===== src/rtl/decoder2_4_behav_always.sv =====
// ---------------------------------------------------------------------------
// decoder2_4_behav_always
//
// Registered 2-to-4 one-hot decoder with per-output saturating hit counters.
//
// Ports:
//   clk          in   single clock, all state updates on its rising edge
//   rst          in   asynchronous, active-high reset of all state
//   enable       in   1 = decode {A,B}, 0 = all Y outputs inactive
//   A, B         in   select bits, A is the MSB of the decode index
//   clr          in   synchronous clear of all four hit counters
//   Y0..Y3       out  registered one-hot decode of {A,B}
//   active       out  registered copy of enable (OR of Y0..Y3)
//   code_q       out  last {A,B} seen while enable=1
//   cnt0..cnt3   out  saturating hit counters, one per Y output
// ---------------------------------------------------------------------------
module decoder2_4_behav_always #(
  parameter int CNT_W = 8
) (
  input  logic             clk,
  input  logic             rst,
  input  logic             enable,
  input  logic             A,
  input  logic             B,
  input  logic             clr,
  output logic             Y0,
  output logic             Y1,
  output logic             Y2,
  output logic             Y3,
  output logic             active,
  output logic [1:0]       code_q,
  output logic [CNT_W-1:0] cnt0,
  output logic [CNT_W-1:0] cnt1,
  output logic [CNT_W-1:0] cnt2,
  output logic [CNT_W-1:0] cnt3
);

  localparam logic [CNT_W-1:0] CNT_MAX = {CNT_W{1'b1}};

  logic [1:0]                  sel;
  logic [3:0]                  y_d, y_q;
  logic                        active_d, active_q;
  logic [1:0]                  code_d;
  logic [3:0][CNT_W-1:0]       cnt_d, cnt_q;

  // Increment that sticks at all-ones instead of wrapping to zero.
  function automatic logic [CNT_W-1:0] sat_inc(input logic [CNT_W-1:0] v);
    if (v == CNT_MAX) begin
      sat_inc = v;
    end else begin
      sat_inc = v + 1'b1;
    end
  endfunction

  assign sel = {A, B};

  always_comb begin
    y_d      = 4'b0000;
    active_d = enable;
    code_d   = code_q;
    cnt_d    = cnt_q;

    if (enable) begin
      y_d    = 4'b0001 << sel;
      code_d = sel;
    end

    // Clear wins over a same-edge increment; the decode itself is unaffected.
    for (int i = 0; i < 4; i++) begin
      if (clr) begin
        cnt_d[i] = '0;
      end else if (y_d[i]) begin
        cnt_d[i] = sat_inc(cnt_q[i]);
      end
    end
  end

  always_ff @(posedge clk or posedge rst) begin
    if (rst) begin
      y_q      <= 4'b0000;
      active_q <= 1'b0;
      code_q   <= 2'b00;
      cnt_q    <= '0;
    end else begin
      y_q      <= y_d;
      active_q <= active_d;
      code_q   <= code_d;
      cnt_q    <= cnt_d;
    end
  end

  assign Y0     = y_q[0];
  assign Y1     = y_q[1];
  assign Y2     = y_q[2];
  assign Y3     = y_q[3];
  assign active = active_q;
  assign cnt0   = cnt_q[0];
  assign cnt1   = cnt_q[1];
  assign cnt2   = cnt_q[2];
  assign cnt3   = cnt_q[3];

endmodule


===== config.mk =====
export PLATFORM = sky130hd
export DESIGN_NAME = decoder2_4_behav_always
export DESIGN_NICKNAME = d
export VERILOG_FILES = /design/src/rtl/decoder2_4_behav_always.sv
export SDC_FILE = /design/constraint.sdc
export NUM_CORES = 1
export LEC_CHECK = 0
export CAP_MARGIN = 20
export CORE_MARGIN = 4
export CORE_UTILIZATION = 43
export DETAILED_ROUTE_END_ITERATION = 12
export PLACE_DENSITY = 0.7
export SETUP_SLACK_MARGIN = 0.4
export SYNTH_ARGS = -nofsm -noshare
export SYNTH_HDL_FRONTEND = slang
export SYNTH_SLANG_ARGS = --single-unit

===== constraint.sdc =====
create_clock -name clk -period 1.6 [get_ports clk]
set_input_delay 0.32 -clock clk [delete_from_list [all_inputs] [get_ports clk]]
set_output_delay 0.32 -clock clk [all_outputs]
set_load 0.01 [all_outputs]

# == Word-level counts from Yosys, hierarchy flattened ==
# Index checks and enable logic that the tools add are counted.
# totals
in_bits,6
regBits,39
# classes
n_reduce_logical,8
eq_ne,8
shift,1
addsub,4
n_mux,13
# op_table
op,count
8-bit 2-to-1 mux,12
8-bit by 1-bit adder with 8-bit output (second input constant),4
8-bit equality test (second input constant),4
2-bit != test (second input constant),4
2-bit AND reduction,4
2-bit nonzero test,4
4-bit 2-to-1 mux,1
1-bit by 2-bit left shift with 4-bit output (first input constant),1

# == Logic depth before layout (Yosys ltp) ==
# Gate-level depths: netlist of the first run.
# logic_depth
depth_word,4
depth_mapped,5
ltp_nobuf,5

# == Least setup slack after synthesis of the first run ==
# No wires, ideal clock.
# synth_path
kind,register to register
startpoint,"reg cnt_q, in the netlist cnt3[0]"
endpoint,"reg cnt_q, in the netlist cnt3[7]"
arrival_time_ps,1495
setup_time_ps,125
synth_period_minus_slack_ps,1619
stages_incl_launch_ff,6
path_slack_ps,-19
cell_sequence,dfrtp_1 > ha_1 > nand4_1 > nor4b_2 > nand3_1 > mux2_2
# synth_via
elab_chain_cells,4
word_cells_on_any_way,7
classes_between,add/sub: 1; eq/ne: 2; mux: 3; reduce/logical: 1
# synth_rtl
item,line_no,rtl
start: declaration,44,"logic [3:0][CNT_W-1:0] cnt_d, cnt_q;"
start signal: assignment,88,cnt_q <= cnt_d;
8-bit by 1-bit adder with 8-bit output,51,sat_inc = v + 1'b1;
8-bit 2-to-1 mux,48,if (v == CNT_MAX) begin
8-bit 2-to-1 mux,72,end else if (y_d[i]) begin
8-bit 2-to-1 mux,70,if (clr) begin
# Several ways; a longest one is shown, not always the timed one. The select of a mux whose other input is x is not followed.
# A chain may end at the register's enable or synchronous reset.

# == Final worst setup path of the first run ==
# Same ends and word-level chain as after synthesis.

==> results of run 1 <==
## sequential cells by signal (all words and copies together), names as in the netlist
register	count
active	1
cnt0	8
cnt1	8
cnt2	8
cnt3	8
code_q	2
y_q	4
## through the flow
step                      util [%]  setup WS (ps)
after floorplan                  -           93.2
after global placement        61.1           -237
after detailed placement      61.1           -323
after CTS                     74.2           98.5
after global routing          79.2          -34.6
final                         79.2           47.0
## synthesized netlist by cell type
library cell and instances:
nor2_1 27, nor3b_4 1, nor2b_1 2, clkbuf_1 2, xor2_1 18, nor4b_2 1
mux2_2 3, or4_1 2, o211ai_1 9, and3_1 5, nand3_1 7, clkbuf_4 1
nand4_1 6, ha_1 4, inv_1 5, nor4bb_1 1, a21oi_1 3, nor3_1 3
buf_2 2, and4bb_2 1, and2_1 5, o21ai_0 4, nand3b_1 2, dfrtp_1 39
a211oi_1 2, mux2i_1 6, buf_6 1, a31oi_1 1, a311oi_1 1, and3b_2 2
nand2b_1 2, xnor2_1 1, o21ai_2 1, o31ai_1 2, nand2_1 5, o2111ai_1 4
## power by group through the flow
stage / clock network (mW) / logic (mW) / registers (mW)
finish: 0.668 / 0.211 / 1.02
global placement: 0 / 0.165 / 1.04
detailed placement: 0 / 0.171 / 1.04
global route: 0.727 / 0.229 / 1.02
CTS: 0.666 / 0.200 / 1.02
floorplan: 0 / 0.0694 / 1.05
## routing by layer
| layer | global-route usage [%] | vias to the layer above |
|---|---|---|
| met3 | 6.14 | 24 |
| met4 | 11.9 | 0 |
| met1 | 26.9 | 1004 |
| met2 | 39.7 | 100 |
| met5 | 0 | - |
| li1 | - | 901 |
## worst max-delay path by stage
stage	endpoint	slack [ps]	depth (start not counted)
3_5_place_dp	cnt0[7]	-320	6
5_1_grt	cnt3[7]	-30	5
3_3_place_gp	cnt3[7]	-240	5
4_1_cts	cnt3[7]	100	5
6_report	cnt3[7]	50	5
2_1_floorplan	cnt3[7]	90	5
## cell usage in the layout (no fill, tap or decap), drive strengths merged
cell type and instances:
xnor2 1, ha 4, nor3b 1, clkdlybuf4s15 1
o21ai 5, nand3b 2, and2 5, and4bb 1
or4 2, o31ai 2, nor4bb 1, buf 121
clkinv 1, inv 4, nand2 5, a31oi 1
a211oi 2, a311oi 1, nor4b 1, o2111ai 4
and3 5, and3b 2, dfrtp 39, nor2b 2
nand4 6, xor2 18, nand3 7, clkdlybuf4s50 2
nand2b 2, nor3 3, mux2i 6, clkinvlp 1
nor2 27, mux2 3, clkbuf 9, o211ai 9
a21oi 3
## layout make-up
type	count	area share, %
clock inverters	1	0.145
repair buffers	126	31.0
inverters	5	0.653
multi-input cells	131	35.3
flip-flops and latches	39	28.8
clock buffers	7	2.21
well taps	52	1.89
## repair_timing
action / in CTS / in global routing
pin swaps: 35 / 30
setup buffers: 53 / 13
resized for setup: 219 / 31
hold endpoints to repair: 0 / 0
setup endpoints to repair: 71 / 55
## critical path: cells and delay by family, from the launching register on
kind                       cells  cell delay, ps
and+or+nand+nor                3             540
DFF                            1             450
muxes                          1             290
adders and majority gates      1             180
## logic make-up (layout without fill, tap and decap cells)
| logic type | count (synthesis) | count (layout) | synth area share, % |
|---|---|---|---|
| AO/OA/AOI/OAI | 27 | 27 | 9.90 |
| flip-flops | 39 | 39 | 50.5 |
| XOR/XNOR | 19 | 19 | 8.60 |
| AND/OR/NAND/NOR | 72 | 72 | 20.8 |
| adder cells (fa/ha/maj) | 4 | 4 | 2.59 |
| multiplexers | 9 | 9 | 4.85 |
| buffers and inverters | 11 | 139 | 2.85 |
==> summary.txt, run 1 <==
====================================================================================
Outcome                                                                 complete, no violations
Biggest fanout along the worst timing path                                         3
Wire length of the first global-routing pass                                 9860 um
Met1 Wirelength                                                              2640 um
Share of synthesized area occupied by flip-flops and latches                   50.5%
Max-Cap Viols                                                                      0
Post-detailed-route DRC marker count                                               0
Worst supply voltage drop on vdd                                              369 uV
Worst setup EP type                                                        flip-flop
Worst setup startpoint                                                       cnt3[0]
GRT overflow                                                                       0
Arrival time of the worst setup path                                         1740 ps
Part of the power in combinational logic                                       11.1%
Number of placement rows                                                          24
Ports placed on the boundary                                                      45
Filler cell count in the final layout                                            245
Worst hold slack after final layout                                           324 ps
Pwr Density                                                               550 nW/um2
Clock tree from TritonCTS                                                        yes
Highest signal layer in the routed design                                       met4
Via density per instance                                                        5.62
Clock-pin transition on the worst setup and hold timing paths                  80 ps
Total Routing Usage GR                                                         23.3%
Count of final hold-check violations                                               0
Worst hold path endpoint                                                      active
Full die area                                                               5640 um2
Reg2reg setup slack                                                            50 ps
Starting utilization of the core area                                          44.4%
Startpoint type of the worst setup path                                    flip-flop
Number of sinks handled by clock tree synthesis                                   39
Y dimension of the die                                                       75.1 um
Required arrival time at the worst endpoint                                  1790 ps
Number of placed cells counting well taps                                        287
Pin count of the biggest net entering global routing                              40
Cell internal power dissipation                                              1.41 mW
NumNets Final                                                                    318
Clock Skew                                                                   11.2 ps
Fmax                                                                         644 MHz
Switch Pwr                                                                  0.485 mW
Flop and latch count out of synthesis                                             39
Clock insertion delay at the later pin of the skew report                     300 ps
Deepest level of the CTS H-tree                                                    2
Fraction of post-synthesis cell area in the top cell type by area              50.5%
Clock buffers created by TritonCTS                                                 5
Cell type of the slowest stage on the worst timing path                      dfrtp_2
Max Slew Vio Count                                                                 0
Startpoint of the worst-slack reg-to-reg timing path                         cnt3[0]
Setup repair after global routing missed its margin                             true
Area of all placed cells without fillers                                    3450 um2
Fraction of final layout cells with drive strength greater than 1              61.5%
Number of library cell types mapped by synthesis                                  36
Post-Route Setup TNS                                                            0 ps
Proportion of total power due to net switching                                 25.5%
Number of routed nets with antenna violations                                      0
Area growth syn-to-layout                                                      78.3%
Largest incremental delay on the critical path                                450 ps
Cell depth of the worst min-delay path                                             2
Worst Reg-to-Reg Cells                                                             5
Root cell of the clock tree                                                 clkbuf_8
Pleak                                                                        1.59 nW
Post-Route WL                                                                6870 um
Syn Nets                                                                         191
Combined area of the multi-input logic cells                                1220 um2
Placed cell area                                                            2660 um2
Total power draw                                                             1.90 mW
Largest area contributor in the synthesized netlist                          dfrtp_1
Antenna violations before repair                                                   0
CTS Hold Buffers Added                                                             0
DP HPWL                                                                      3400 um
Count of non-filler cells in the finished layout                                 361
Clock Path Buffers                                                                 2
Worst slew margin relative to its limit                                        77.5%
Met3 WL post-DR                                                               416 um
Mean Syn Cell Area                                                          10.7 um2
Setup violators final                                                              0
Core box area                                                               4350 um2
Clock network fraction of design power                                         35.2%
Vias                                                                            2029
Synthesized instance count                                                       181
Period utilisation layout                                                      97.1%
Die X-Extent                                                                 75.1 um
Shortest period the worst path allows                                        1550 ps
Weighted congestion at the end of routability-driven global placement          0.877
Crit-path cells                                                         ha_4, nand4_1, nor4b_4, nand3_1, mux2_2
Synthesis warning total                                                            0
Drt first-iter violations                                                        115
Sum of met2 wire segment lengths after detailed routing                      3570 um
Fraction of power consumed by sequential logic                                 53.7%
Length of the first detailed-routing pass in iterations                            4
Cell area after synthesis                                                   1930 um2
Capture instance of the worst register-to-register path                      cnt3[7]
Port bufs                                                                         44
Worst slew pin tran                                                           336 ps
Start point of the worst min-delay path                                       enable
Kind of critical path                                                   flip-flop to flip-flop
Via count of the first global-routing pass                                      2078
Post-detailed-route wirelength per cell                                      19.0 um
Register area                                                                993 um2
Top cells by area in the synthesized netlist                            dfrtp_1 50%, xor2_1 8.2%, nor2_1 5.2%
Number of inserted diodes                                                          0
Worst min-delay path class                                              input port to flip-flop
====================================================================================
Note: power is estimated with default switching activity, not from simulation.
==> run 2: changes to the inputs <==
--- a/config.mk
+++ b/config.mk
@@ -10,7 +10,9 @@
 export CORE_UTILIZATION = 43
 export DETAILED_ROUTE_END_ITERATION = 12
 export PLACE_DENSITY = 0.7
+export RECOVER_POWER = 25
 export SETUP_SLACK_MARGIN = 0.4
+export SKIP_CTS_REPAIR_TIMING = 1
 export SYNTH_ARGS = -nofsm -noshare
 export SYNTH_HDL_FRONTEND = slang
 export SYNTH_SLANG_ARGS = --single-unit
==> run 2 against run 1 <==
  * Combinational power decreased by 13%
  * Die area unchanged
  * Sequential share of layout area increased by 2.6 points
  * Critical path depth increased by 1
  * Highest routed layer unchanged
==> summary.txt, run 2 (same netlist as run 1, synthesis figures left out) <==
====================================================================================
Starting utilization of the core area                                          44.4%
Post-Route WL                                                                5680 um
Filler cell count in the final layout                                            283
Core box area                                                               4350 um2
Number of placement rows                                                          24
Full die area                                                               5640 um2
Number of sinks handled by clock tree synthesis                                   39
Root cell of the clock tree                                                 clkbuf_8
Pwr Density                                                               586 nW/um2
Ports placed on the boundary                                                      45
Deepest level of the CTS H-tree                                                    2
Worst-case setup slack after placement                                       -323 ps
Shortest period the worst path allows                                        1560 ps
Crit-path cells                                                         ha_4, nand4_1, buf_4, o211ai_1, xor2_1, nor2_1
Number of inserted diodes                                                          0
Setup violators final                                                              0
Most common library cell in the layout ignoring fill and taps                  buf_4
Max-Cap Viols                                                                      0
Clock insertion delay at the later pin of the skew report                     290 ps
Most frequent cells in the layout                                       48 x buf_4, 26 x nor2_1, 25 x dfrtp_1
Total Routing Usage GR                                                         18.0%
Vias                                                                            1865
Reg2reg setup slack                                                            40 ps
Total power draw                                                             1.85 mW
Drt first-iter violations                                                         56
Outcome                                                                 complete, no violations
GRT overflow                                                                       0
Worst supply voltage drop on vdd                                              336 uV
Length of the first detailed-routing pass in iterations                            4
Pin count of the biggest net entering global routing                              40
Post-detailed-route wirelength per cell                                      16.8 um
Clock Path Buffers                                                                 2
Clock tree from TritonCTS                                                        yes
Fraction of final layout cells with drive strength greater than 1              53.1%
Fmax                                                                         642 MHz
Count of final hold-check violations                                               0
Kind of critical path                                                   flip-flop to flip-flop
Worst setup EP type                                                        flip-flop
Die X-Extent                                                                 75.1 um
Worst slew pin tran                                                           965 ps
Via count of the first global-routing pass                                      1656
Setup repair after global routing missed its margin                             true
Biggest fanout along the worst timing path                                         5
Worst slew margin relative to its limit                                        35.6%
Post-detailed-route DRC marker count                                               0
Post-Route Setup TNS                                                            0 ps
Clock Skew                                                                   6.81 ps
Port bufs                                                                         44
Number of routed nets with antenna violations                                      0
Required arrival time at the worst endpoint                                  1770 ps
Antenna violations before repair                                                   0
Clock-pin transition on the worst setup and hold timing paths                  70 ps
Worst min-delay path class                                              input port to flip-flop
DP HPWL                                                                      3400 um
Weighted congestion at the end of routability-driven global placement          0.877
Cell family contributing the most delay on the critical path              flip-flops
Startpoint type of the worst setup path                                    flip-flop
Pleak                                                                        1.57 nW
NumNets Final                                                                    295
Max Slew Vio Count                                                                 0
Wire length of the first global-routing pass                                 7690 um
Period utilisation layout                                                      97.4%
Via density per instance                                                        5.52
Cell type of the slowest stage on the worst timing path                      dfrtp_2
Post-layout worst setup margin                                               41.9 ps
Y dimension of the die                                                       75.1 um
Arrival time of the worst setup path                                         1730 ps
Largest incremental delay on the critical path                                430 ps
Worst path buffer plus inverter count                                              1
Clock buffers created by TritonCTS                                                 5
Area growth syn-to-layout                                                      63.3%
====================================================================================
==> run 2: cell count changes in the layout (fill, tap and decap cells not counted), moves of 2 or more <==
cell / change
and3_1: +2
and3_4: -2
buf_2: -21
buf_4: -4
buf_6: -23
clkbuf_2: +16
dlymetal6s2s_1: +10
o2111ai_2: +2
o2111ai_4: -2
o21ai_2: +2
o21ai_4: -2
==> run 2: worst paths after layout <==
| path | cells after the start | startpoint | to |
|---|---|---|---|
| worst max register to register | 6 | cnt3[0] | cnt3[3] |
| worst min register to register | 1 | code_q[0] | code_q[0] |
| worst max-delay path | 6 | cnt3[0] | cnt3[3] |
| worst min-delay path | 2 | enable | active |
| max in group asynchronous | 3 | rst | cnt0[7] |
| min in group asynchronous | 3 | rst | cnt2[4] |
==> run 2: metrics by stage <==
step | std cells | utilization [%] | cell area (um2) | hold slack (ps)
6_report | 338 | 72.5 | 3160 | 363
5_1_grt | 338 | 72.5 | 3160 | 360
4_1_cts | 295 | 63.0 | 2740 | 432
3_5_place_dp | 287 | 61.1 | 2660 | 507
3_3_place_gp | 287 | 61.1 | 2660 | 508
2_1_floorplan | 181 | - | 2060 | 292
==> run 2: cell type report <==
| type | instances | area [um2] | area share [%] |
|---|---|---|---|
| multi-input cells | 131 | 1140 | 36.3 |
| flip-flops and latches | 39 | 993 | 31.5 |
| clock inverters | 1 | 5.00 | 0.158 |
| well taps | 52 | 65.1 | 2.06 |
| clock buffers | 7 | 76.3 | 2.42 |
| inverters | 5 | 22.5 | 0.713 |
| repair buffers | 103 | 851 | 26.9 |
==> run 2: power by group <==
group	total (mW)	switching (mW)	internal, mW
logic	0.184	0.0965	0.0871
clock network	0.646	0.340	0.306
registers	1.02	0.0164	1.00
==> run 2: routing by layer <==
metal | global-route usage [%] | wire, um | vias up
li1 | - | - | 856
met2 | 29.7 | 2970 | 59
met1 | 22.5 | 2310 | 935
met3 | 5.34 | 287 | 15
met5 | 0 | 0 | -
met4 | 5.93 | 115 | 0
==> run 3: changes to the inputs <==
--- a/config.mk
+++ b/config.mk
@@ -13,6 +13,7 @@
 export RECOVER_POWER = 25
 export SETUP_SLACK_MARGIN = 0.4
 export SKIP_CTS_REPAIR_TIMING = 1
+export SLEW_MARGIN = 20
 export SYNTH_ARGS = -nofsm -noshare
 export SYNTH_HDL_FRONTEND = slang
 export SYNTH_SLANG_ARGS = --single-unit
==> results of run 3 <==
No change in the layout: final DEF, timing and power equal those of run 2.
